`src/rtl/fft_spectrum_buf_if.sv`:
```
// Spectrum buffer bus: FFT bin stream in, display read port and frame status out.
// The master drives the stream and read requests; the slave is the buffer itself.
interface fft_spectrum_buf_if #(
    parameter int ADDR_W = 7,
    parameter int OUT_W  = 10
);
    logic              data_sop;
    logic              data_eop;
    logic              data_valid;
    logic [31:0]       data_modulus;
    logic              disp_lock;
    logic              rd_en;
    logic [ADDR_W-1:0] rd_addr;
    logic [OUT_W-1:0]  rd_data;
    logic              rd_valid;
    logic              frame_done;
    logic              frame_err;
    logic [ADDR_W-1:0] peak_bin;
    logic [OUT_W-1:0]  peak_val;
    logic              bank_ready;

    modport master (
        output data_sop, data_eop, data_valid, data_modulus, disp_lock, rd_en, rd_addr,
        input  rd_data, rd_valid, frame_done, frame_err, peak_bin, peak_val, bank_ready
    );

    modport slave (
        input  data_sop, data_eop, data_valid, data_modulus, disp_lock, rd_en, rd_addr,
        output rd_data, rd_valid, frame_done, frame_err, peak_bin, peak_val, bank_ready
    );
endinterface

```
`src/rtl/fft_spectrum_buf.sv`:
```
// Ping-pong spectrum buffer: captures one FFT frame of bin magnitudes, scales and
// saturates them to display height, keeps the lower half of the spectrum and its
// peak, and only exposes a bank to the reader once the whole frame is in.
module fft_spectrum_buf #(
    parameter int FFT_N  = 256,
    parameter int ADDR_W = 7,
    parameter int OUT_W  = 10,
    parameter int SHIFT  = 8
) (
    input logic              clk_50m,
    input logic              rst,
    fft_spectrum_buf_if.slave bus
);
    localparam int CNT_W = $clog2(FFT_N);
    localparam logic [CNT_W-1:0] LAST_BIN = CNT_W'(FFT_N - 1);
    localparam logic [CNT_W-1:0] HALF_BIN = CNT_W'(FFT_N / 2);

    typedef enum logic [1:0] {IDLE, CAPTURE, SWAP} state_t;

    state_t              state_q, state_d;
    logic                wr_bank_q, wr_bank_d;
    logic                rd_bank_q, rd_bank_d;
    logic [CNT_W-1:0]    bin_cnt_q, bin_cnt_d;
    logic [ADDR_W-1:0]   cap_bin_q, cap_bin_d;
    logic [OUT_W-1:0]    cap_val_q, cap_val_d;
    logic [ADDR_W-1:0]   peak_bin_q, peak_bin_d;
    logic [OUT_W-1:0]    peak_val_q, peak_val_d;
    logic                bank_ready_q, bank_ready_d;
    logic                frame_done_q, frame_done_d;
    logic                frame_err_q, frame_err_d;

    logic                wr_en;
    logic [ADDR_W:0]     wr_addr;
    logic [31:0]         shifted;
    logic [OUT_W-1:0]    stored;
    logic [OUT_W-1:0]    rd_data_q;
    logic                rd_valid_q;

    // Both banks live in one array; the top address bit selects the bank.
    logic [OUT_W-1:0]    ram [2**(ADDR_W+1)];

    assign shifted = bus.data_modulus >> SHIFT;
    assign stored  = (|shifted[31:OUT_W]) ? {OUT_W{1'b1}} : shifted[OUT_W-1:0];

    // Frame FSM and capture datapath: next state, RAM write and peak tracking.
    always_comb begin
        // NOTE: every signal gets a default first so no path leaves it unassigned (no latches).
        state_d      = state_q;
        wr_bank_d    = wr_bank_q;
        rd_bank_d    = rd_bank_q;
        bin_cnt_d    = bin_cnt_q;
        cap_bin_d    = cap_bin_q;
        cap_val_d    = cap_val_q;
        peak_bin_d   = peak_bin_q;
        peak_val_d   = peak_val_q;
        bank_ready_d = bank_ready_q;
        frame_done_d = 1'b0;
        frame_err_d  = 1'b0;
        wr_en        = 1'b0;
        wr_addr      = {wr_bank_q, bin_cnt_q[ADDR_W-1:0]};

        unique case (state_q)
            IDLE: begin
                if (bus.data_valid && bus.data_sop) begin
                    if (bus.data_eop) begin
                        frame_err_d = 1'b1;
                    end else begin
                        wr_en     = 1'b1;
                        wr_addr   = {wr_bank_q, {ADDR_W{1'b0}}};
                        bin_cnt_d = CNT_W'(1);
                        cap_bin_d = '0;
                        cap_val_d = stored;
                        state_d   = CAPTURE;
                    end
                end
            end
            CAPTURE: begin
                if (bus.data_valid) begin
                    if (bus.data_sop) begin
                        // A fresh sop aborts the frame in flight; eop on the same beat is malformed.
                        frame_err_d = 1'b1;
                        if (bus.data_eop) begin
                            state_d = IDLE;
                        end else begin
                            wr_en     = 1'b1;
                            wr_addr   = {wr_bank_q, {ADDR_W{1'b0}}};
                            bin_cnt_d = CNT_W'(1);
                            cap_bin_d = '0;
                            cap_val_d = stored;
                        end
                    end else begin
                        // Only the lower half of the spectrum is kept; strict > keeps the lowest index on ties.
                        if (bin_cnt_q < HALF_BIN) begin
                            wr_en = 1'b1;
                            if (stored > cap_val_q) begin
                                cap_bin_d = bin_cnt_q[ADDR_W-1:0];
                                cap_val_d = stored;
                            end
                        end
                        if (bin_cnt_q == LAST_BIN) begin
                            if (bus.data_eop) begin
                                state_d = SWAP;
                            end else begin
                                frame_err_d = 1'b1;
                                state_d     = IDLE;
                            end
                        end else if (bus.data_eop) begin
                            frame_err_d = 1'b1;
                            state_d     = IDLE;
                        end else begin
                            bin_cnt_d = bin_cnt_q + CNT_W'(1);
                        end
                    end
                end
            end
            SWAP: begin
                // Input beats are dropped here; the reader holds the bank while disp_lock is high.
                if (!bus.disp_lock) begin
                    rd_bank_d    = wr_bank_q;
                    wr_bank_d    = ~wr_bank_q;
                    peak_bin_d   = cap_bin_q;
                    peak_val_d   = cap_val_q;
                    bank_ready_d = 1'b1;
                    frame_done_d = 1'b1;
                    state_d      = IDLE;
                end
            end
            default: state_d = IDLE;
        endcase
    end

    // State and status registers with synchronous reset.
    always_ff @(posedge clk_50m) begin
        // NOTE: registers take non-blocking assignments so every flop samples pre-edge values.
        if (rst) begin
            state_q      <= IDLE;
            wr_bank_q    <= 1'b0;
            rd_bank_q    <= 1'b0;
            bin_cnt_q    <= '0;
            cap_bin_q    <= '0;
            cap_val_q    <= '0;
            peak_bin_q   <= '0;
            peak_val_q   <= '0;
            bank_ready_q <= 1'b0;
            frame_done_q <= 1'b0;
            frame_err_q  <= 1'b0;
        end else begin
            state_q      <= state_d;
            wr_bank_q    <= wr_bank_d;
            rd_bank_q    <= rd_bank_d;
            bin_cnt_q    <= bin_cnt_d;
            cap_bin_q    <= cap_bin_d;
            cap_val_q    <= cap_val_d;
            peak_bin_q   <= peak_bin_d;
            peak_val_q   <= peak_val_d;
            bank_ready_q <= bank_ready_d;
            frame_done_q <= frame_done_d;
            frame_err_q  <= frame_err_d;
        end
    end

    // Capture write port into the bank being filled.
    always_ff @(posedge clk_50m) begin
        // NOTE: the RAM is deliberately not reset; bank_ready gates what the reader can see.
        if (wr_en) begin
            ram[wr_addr] <= stored;
        end
    end

    // Registered read port on the display bank; rd_bank is the pre-swap value during a swap edge.
    always_ff @(posedge clk_50m) begin
        if (rst) begin
            rd_data_q  <= '0;
            rd_valid_q <= 1'b0;
        end else begin
            rd_valid_q <= bus.rd_en;
            if (bus.rd_en) begin
                rd_data_q <= bank_ready_q ? ram[{rd_bank_q, bus.rd_addr}] : '0;
            end
        end
    end

    assign bus.rd_data    = rd_data_q;
    assign bus.rd_valid   = rd_valid_q;
    assign bus.frame_done = frame_done_q;
    assign bus.frame_err  = frame_err_q;
    assign bus.peak_bin   = peak_bin_q;
    assign bus.peak_val   = peak_val_q;
    assign bus.bank_ready = bank_ready_q;
endmodule

```
`src/flat_wrapper.sv`:
```
// flat-port wrapper written by rule: the top's interface ports become plain ports
module fft_spectrum_buf_flat 
#(
    parameter int FFT_N  = 256,
    parameter int ADDR_W = 7,
    parameter int OUT_W  = 10,
    parameter int SHIFT  = 8
)
  (clk_50m, rst, bus_data_sop, bus_data_eop, bus_data_valid, bus_data_modulus, bus_disp_lock, bus_rd_en, bus_rd_addr, bus_rd_data, bus_rd_valid, bus_frame_done, bus_frame_err, bus_peak_bin, bus_peak_val, bus_bank_ready);
  fft_spectrum_buf_if #(.ADDR_W(ADDR_W), .OUT_W(OUT_W)) bus_i ();
  input logic clk_50m;
  input logic rst;
  input wire logic [$bits(bus_i.data_sop)-1:0] bus_data_sop;
  input wire logic [$bits(bus_i.data_eop)-1:0] bus_data_eop;
  input wire logic [$bits(bus_i.data_valid)-1:0] bus_data_valid;
  input wire logic [$bits(bus_i.data_modulus)-1:0] bus_data_modulus;
  input wire logic [$bits(bus_i.disp_lock)-1:0] bus_disp_lock;
  input wire logic [$bits(bus_i.rd_en)-1:0] bus_rd_en;
  input wire logic [$bits(bus_i.rd_addr)-1:0] bus_rd_addr;
  output wire logic [$bits(bus_i.rd_data)-1:0] bus_rd_data;
  output wire logic [$bits(bus_i.rd_valid)-1:0] bus_rd_valid;
  output wire logic [$bits(bus_i.frame_done)-1:0] bus_frame_done;
  output wire logic [$bits(bus_i.frame_err)-1:0] bus_frame_err;
  output wire logic [$bits(bus_i.peak_bin)-1:0] bus_peak_bin;
  output wire logic [$bits(bus_i.peak_val)-1:0] bus_peak_val;
  output wire logic [$bits(bus_i.bank_ready)-1:0] bus_bank_ready;
  assign bus_i.data_sop = bus_data_sop;
  assign bus_i.data_eop = bus_data_eop;
  assign bus_i.data_valid = bus_data_valid;
  assign bus_i.data_modulus = bus_data_modulus;
  assign bus_i.disp_lock = bus_disp_lock;
  assign bus_i.rd_en = bus_rd_en;
  assign bus_i.rd_addr = bus_rd_addr;
  assign bus_rd_data = bus_i.rd_data;
  assign bus_rd_valid = bus_i.rd_valid;
  assign bus_frame_done = bus_i.frame_done;
  assign bus_frame_err = bus_i.frame_err;
  assign bus_peak_bin = bus_i.peak_bin;
  assign bus_peak_val = bus_i.peak_val;
  assign bus_bank_ready = bus_i.bank_ready;
  fft_spectrum_buf #(.FFT_N(FFT_N), .ADDR_W(ADDR_W), .OUT_W(OUT_W), .SHIFT(SHIFT)) u_core (.clk_50m(clk_50m), .rst(rst), .bus(bus_i));
endmodule
```
`config.mk`:
```
export PLATFORM = sky130hd
export DESIGN_NAME = fft_spectrum_buf_flat
export DESIGN_NICKNAME = d
export VERILOG_FILES = /design/src/rtl/fft_spectrum_buf_if.sv /design/src/rtl/fft_spectrum_buf.sv /design/src/flat_wrapper.sv
export SDC_FILE = /design/constraint.sdc
export NUM_CORES = 2
export LEC_CHECK = 0
export ABC_CLOCK_PERIOD_IN_PS = 10700
export BUFFER_PORTS_ARGS = -buffer_cell sky130_fd_sc_hd__buf_4
export CAP_MARGIN = 20
export CORE_MARGIN = 8
export CORE_UTILIZATION = 39
export CTS_CLUSTER_DIAMETER = 30
export DETAILED_ROUTE_END_ITERATION = 8
export GPL_TIMING_DRIVEN = 1
export PLACE_DENSITY_LB_ADDON = 0.08
export SLEW_MARGIN = 0
export SYNTH_ARGS = -nofsm -noshare
export SYNTH_HDL_FRONTEND = slang
export SYNTH_SLANG_ARGS = --single-unit
```
`constraint.sdc`:
```
create_clock -name clk_50m -period 10.7 [get_ports clk_50m]
set_input_delay 1.07 -clock clk_50m [delete_from_list [all_inputs] [get_ports clk_50m]]
set_output_delay 1.07 -clock clk_50m [all_outputs]
set_load 0.01 [all_outputs]
```
After elaboration in Yosys (flattened, before gate mapping) --
Memories as Yosys holds them, arrays and structs flattened. Cells that the tools add are included.
Word-level totals: logic and storage cells 92, input bits 46, register bits 60, memories 1, bits in writable memories 2560, output and inout port bits 31
Cells by class: bitwise gates (word level) 3, add/subtract/negate cells 1, reduce and logical (&&, ||, !) cells 9, eq/ne operators 11, order comparisons 2, multiplexer cells 52
Memories:
- u_core.ram | depth 256, width 10, rd ports 1, clocked after Yosys merged registers in 0, wr ports 1, line fft_spectrum_buf.sv:40 | logic [OUT_W-1:0] ram [2**(ADDR_W+1)];
Operators by type and width (number):
- $mux W10 | 8
- $mux W7 | 10
- $mux W8 | 6
- $pmux W7 S2 | 2
- $pmux W10 S2 | 1
- $mux W2 | 8
- $pmux W8 S2 | 1
- $reduce_or A14 Y1 | 1
- $mux W1 | 13
- $gt A10 B10 Y1 | 1
- $reduce_and A5 Y1 | 2
- $add A8 B1 Y8 const B | 1
- $eq A8 B8 Y1 const B | 1
- $lt A8 B8 Y1 const B | 1
- $ne A2 B2 Y1 const B | 3
- $ne A3 B2 Y1 const B | 2
- $ne A3 B3 Y1 const B | 2
- $pmux W2 S3 | 1
- $pmux W1 S2 | 2
- $reduce_and A4 Y1 | 1
- $not A1 Y1 | 3
- $eq A2 B1 Y1 const B | 1
- $eq A2 B2 Y1 const B | 1
- $logic_not A2 Y1 | 1
- 5 further kinds | 5

Logic depth before layout (Yosys ltp) --
word-level depth 8, mapped depth 12

Worst setup path before layout --
OpenSTA, ideal clock, no wires.
path kind input-to-reg, start point in bus_data_modulus[20], end point reg u_core.cap_val_q[0], path slack 5182 ps, arrival time 5428 ps, cell stages on the path 12, buffers on the path 1, cells stage by stage nor4_1 > nand4_1 > or2_2 > ha_1 > a21o_1 > a21o_1 > a221o_1 > a221o_1 > a31oi_1 > clkbuf_1 > nor4_1 > nor3_1
On the way: elaborated cells between the ends (all ways) 12
RTL lines:
- start: declaration | line flat_wrapper.sv:16 | input wire logic [$bits(bus_i.data_modulus)-1:0] bus_data_modulus;
- $reduce_or A14 Y1 | line fft_spectrum_buf.sv:43 | assign stored = (|shifted[31:OUT_W]) ? {OUT_W{1'b1}} : shifted[OUT_W-1:0];
- $mux W10 | line fft_spectrum_buf.sv:43
- named net u_core.stored[3] | line fft_spectrum_buf.sv:35 | logic [OUT_W-1:0] stored;
- $gt A10 B10 Y1 | line fft_spectrum_buf.sv:95 | if (stored > cap_val_q) begin
- $ne A3 B2 Y1 (no line)
- $reduce_and A5 Y1 (no line)
- end signal: assignment | line fft_spectrum_buf.sv:153 | cap_val_q <= cap_val_d;
- end: declaration | line fft_spectrum_buf.sv:25 | logic [OUT_W-1:0] cap_val_q, cap_val_d;
The timed path passes the listed nets, and every way through them passes these cells. The select of a mux whose other input is x is not followed. A chain may end at the register's enable or synchronous reset.

Worst setup path in the final report --
start point reg u_core.state_q[1], end point mem u_core.ram[62][9], enable pin
On the way: word-level cells in the longest chain between the ends 4, elaborated cells between the ends (all ways) 6
Ends and longest elaborated chain:
- start: declaration | line fft_spectrum_buf.sv:20 | state_t state_q, state_d;
- start signal: assignment | line fft_spectrum_buf.sv:148 | state_q <= state_d;
- $eq A2 B1 Y1 or $logic_not A2 Y1 (tied branches) | line fft_spectrum_buf.sv:62 | unique case (state_q)
- $pmux W1 S2 | line fft_spectrum_buf.sv:62
- $mux W1 | line fft_spectrum_buf.sv:165 | if (wr_en) begin
- $mux W1 (not written as such) | line fft_spectrum_buf.sv:166 | ram[wr_addr] <= stored;
- end: declaration | line fft_spectrum_buf.sv:40
Parallel ways exist; a longest one is shown, timed or not.

==> results.ini <==
[layout]
fin_util_pct = 48.9
drive_gt1_share_pct = 30.4
areaGrowthSynthToFinish_pct = 24.5
final_nets = 5702
fill_cells = 21400
final_cells = 9502

[grt]
use_met3_pct = 3.97
grt_overflow = 0
grt_pass1_wl_mm = 431
use_met2_pct = 34.6
antenna_found_initial = 13
grt.met1_usage_pct = 30.5
grt_start_max_net_pins = 204
busiest_layer = met2
grt_pass1_vias = 55400
track_usage_pct = 21.7

[setup_path]
worst-path-buf-inv = 2
slowest_stage = nor3b_1
critical-path-top-delay-family = simple AND/OR/NAND/NOR gates
crit_chain = nand2b_1 -> nor3_2 -> buf_4 -> nor3b_1 -> nand3_1 -> nand2b_2 -> buf_4 -> nor2_1
worst_ep_arrival_time_ns = 5.44
cp-end-kind = register
critical-path-max-stage-delay_ns = 0.82
crit_path_frequent_cell = buf_4
start_kind = register
path_class = reg2reg
crit_fanout = 13
cp_data_required_time_ns = 11.24

[sta]
slew_headroom_pct = 19.8
maxSlewViolCount = 0
fin_crit_ns = 4.90
max_freq_mhz = 204
finalHoldViolCount = 0
worstMarginPinSlew_ns = 1.20
fin_ws_ns = 5.80
setup_viol = 0
rsz0062_at_grt = false
finalCritPeriodShare_pct = 45.8
holdWs_ns = 0.456
clock_skew_ns = 0.0479
finalSetupTns_ns = 0

[floorplanning]
ios = 77
core_um2 = 260000
dieHeight_um = 527
initial_utilization_pct = 39.2
die_width_um = 527
die-area_um2 = 278000
num_rows = 187

[clock_tree]
cts_tree = yes
post-cts-setup-buffers = 0
ctsLongestPathBuffers = 4
root_buffer = clkbuf_16
cts.sinks = 2620
cts_buffers = 592
post_cts_resized = 0
clkLatencyLatePin_ns = 0.95
htree_num_levels = 6
cts.hold.buffers_added = 0
cts.clk_slew.worst_paths_ns = 0.04

[route]
num_vias = 53700
post_drt_via_cell_ratio = 5.65
drt_wl_total_mm = 308
ant_nets = 0
drc = 0
drtPass1Iterations = 6
drtIter0Drc = 5457
wl_per_cell_um = 32.4

[synthesis]
yosysTopAreaCell = edfxtp_1
synth_flop_cell = edfxtp_1
synth.cell_area_um2 = 102000
synth-edff-count = 2560
syn_area_per_cell_um2 = 20.4
synth.distinct_cells = 71
synthTopCellsByArea = edfxtp_1 75%, mux4_2 13%, mux2i_1 1.9%
ys_seq_elements = 2620
synth-async-reset-ratio_pct = 0
synth_top_area_share_pct = 75.4
synth.most_common_cell = edfxtp_1
yosysSeqAreaShare_pct = 76.6
synth_common_cells = 2560 x edfxtp_1, 584 x mux4_2, 326 x nor2_1
syn_nets = 5062
yosysWarnings = 0
synth_cells = 5005

[status]
status = completed

[placed_design]
port_buffers = 68
placedCellCount = 8401
dp_slack_ns = 5.06
dp_hpwl_mm = 182
gp_congestion = 0.787

[power]
leakagePower_nw = 48.5
p_per_area_nw_per_um2 = 229
ir_drop_v = 0.000175

[hold_path]
min_path_type = reg2reg

[job]
cap_violations = 0

## flip-flops by register name, indices dropped and copies added (netlist names), 2 cells and up
signal               cells
u_core.bus.peak_bin      7
u_core.state_q           2
u_core.cap_val_q        10
u_core.cap_bin_q         7
u_core.bin_cnt_q         8
u_core.ram            2560
u_core.bus.peak_val     10
u_core.bus.rd_data      10
## worst register-to-register path, cell delays in order, from the launching register on
cell and delay (ns):
dfxtp_1 0.45, nand2b_1 0.54, nor3_2 0.07, buf_4 0.19, nor3b_1 0.82, nand3_1 0.43, nand2b_2 0.72, buf_4 0.45
nor2_1 0.82
## stage by stage
stage	cell area, um2	total power [mW]
6_report	127000	29.1
5_1_grt	127000	29.9
4_1_cts	126000	29.4
3_5_place_dp	107000	11.9
3_3_place_gp	107000	11.9
2_1_floorplan	102000	11.7
## metal layers
metal	wire, um	vias up
met3	18000	497
met2	147000	1869
met5	0	-
li1	-	22300
met1	135000	29000
met4	8740	0
## cell type report
type	instances	area [um2]	area share, %
clock inverter	348	3820	3.01
tap	3402	4260	3.35
sequential	2620	78100	61.5
clock buffer	695	15500	12.2
inverter	19	86.3	0.0680
timing repair buffer	343	2940	2.32
antenna	6	15.0	0.0118
multi-input combinational	2069	22200	17.5
## placed cells by master (no fill, tap or decap), drive strengths merged, types with 14 or more instances in the layout
| cell | count |
|---|---|
| edfxtp | 2560 |
| clkbuf | 699 |
| mux4 | 584 |
| buf | 339 |
| nor2 | 326 |
| nand2 | 238 |
| clkinv | 222 |
| mux2i | 196 |
| a21oi | 85 |
| nand3 | 82 |
| bufinv | 69 |
| a22oi | 67 |
| dfxtp | 60 |
| o22ai | 55 |
| nor3 | 49 |
| o21ai | 43 |
| inv | 41 |
| clkinvlp | 35 |
| o221ai | 33 |
| a31oi | 32 |
| a211oi | 25 |
| nor4 | 22 |
| nor2b | 20 |
| nand4 | 16 |
| or2 | 16 |
| a22o | 14 |
| mux2 | 14 |
| nand2b | 14 |
## report_power, final
group	internal, mW	total, mW	switching (mW)
combinational	0.175	0.568	0.393
sequential	11.1	11.1	0.00379
clock	11.9	17.4	5.52
total	23.2	29.1	5.91
## logic make-up (layout without fill, tap and decap cells)
family | after synthesis | in the layout | synth area share [%]
AOI/OAI and AO/OA | 436 | 436 | 2.97
xor gates and xnor gates | 1 | 1 | 0.00860
adders and majority gates | 11 | 11 | 0.135
buffers and inverters | 316 | 1405 | 1.72
DFF | 2620 | 2620 | 76.6
muxes | 794 | 794 | 15.0
other | 0 | 6 | 0
and+or+nand+nor | 827 | 827 | 3.57
## worst paths after layout
path	slack (ns)	from	end	depth (start not counted)
setup / recovery	5.80	u_core.state_q[1]	u_core.ram[62][9]	8
hold / removal	0.46	u_core.bus.peak_bin[0]	u_core.bus.peak_bin[0]	2
setup reg to reg	5.80	u_core.state_q[1]	u_core.ram[62][9]	8
hold reg to reg	0.46	u_core.bus.peak_bin[0]	u_core.bus.peak_bin[0]	2
Power figures use the tool's default switching activity.
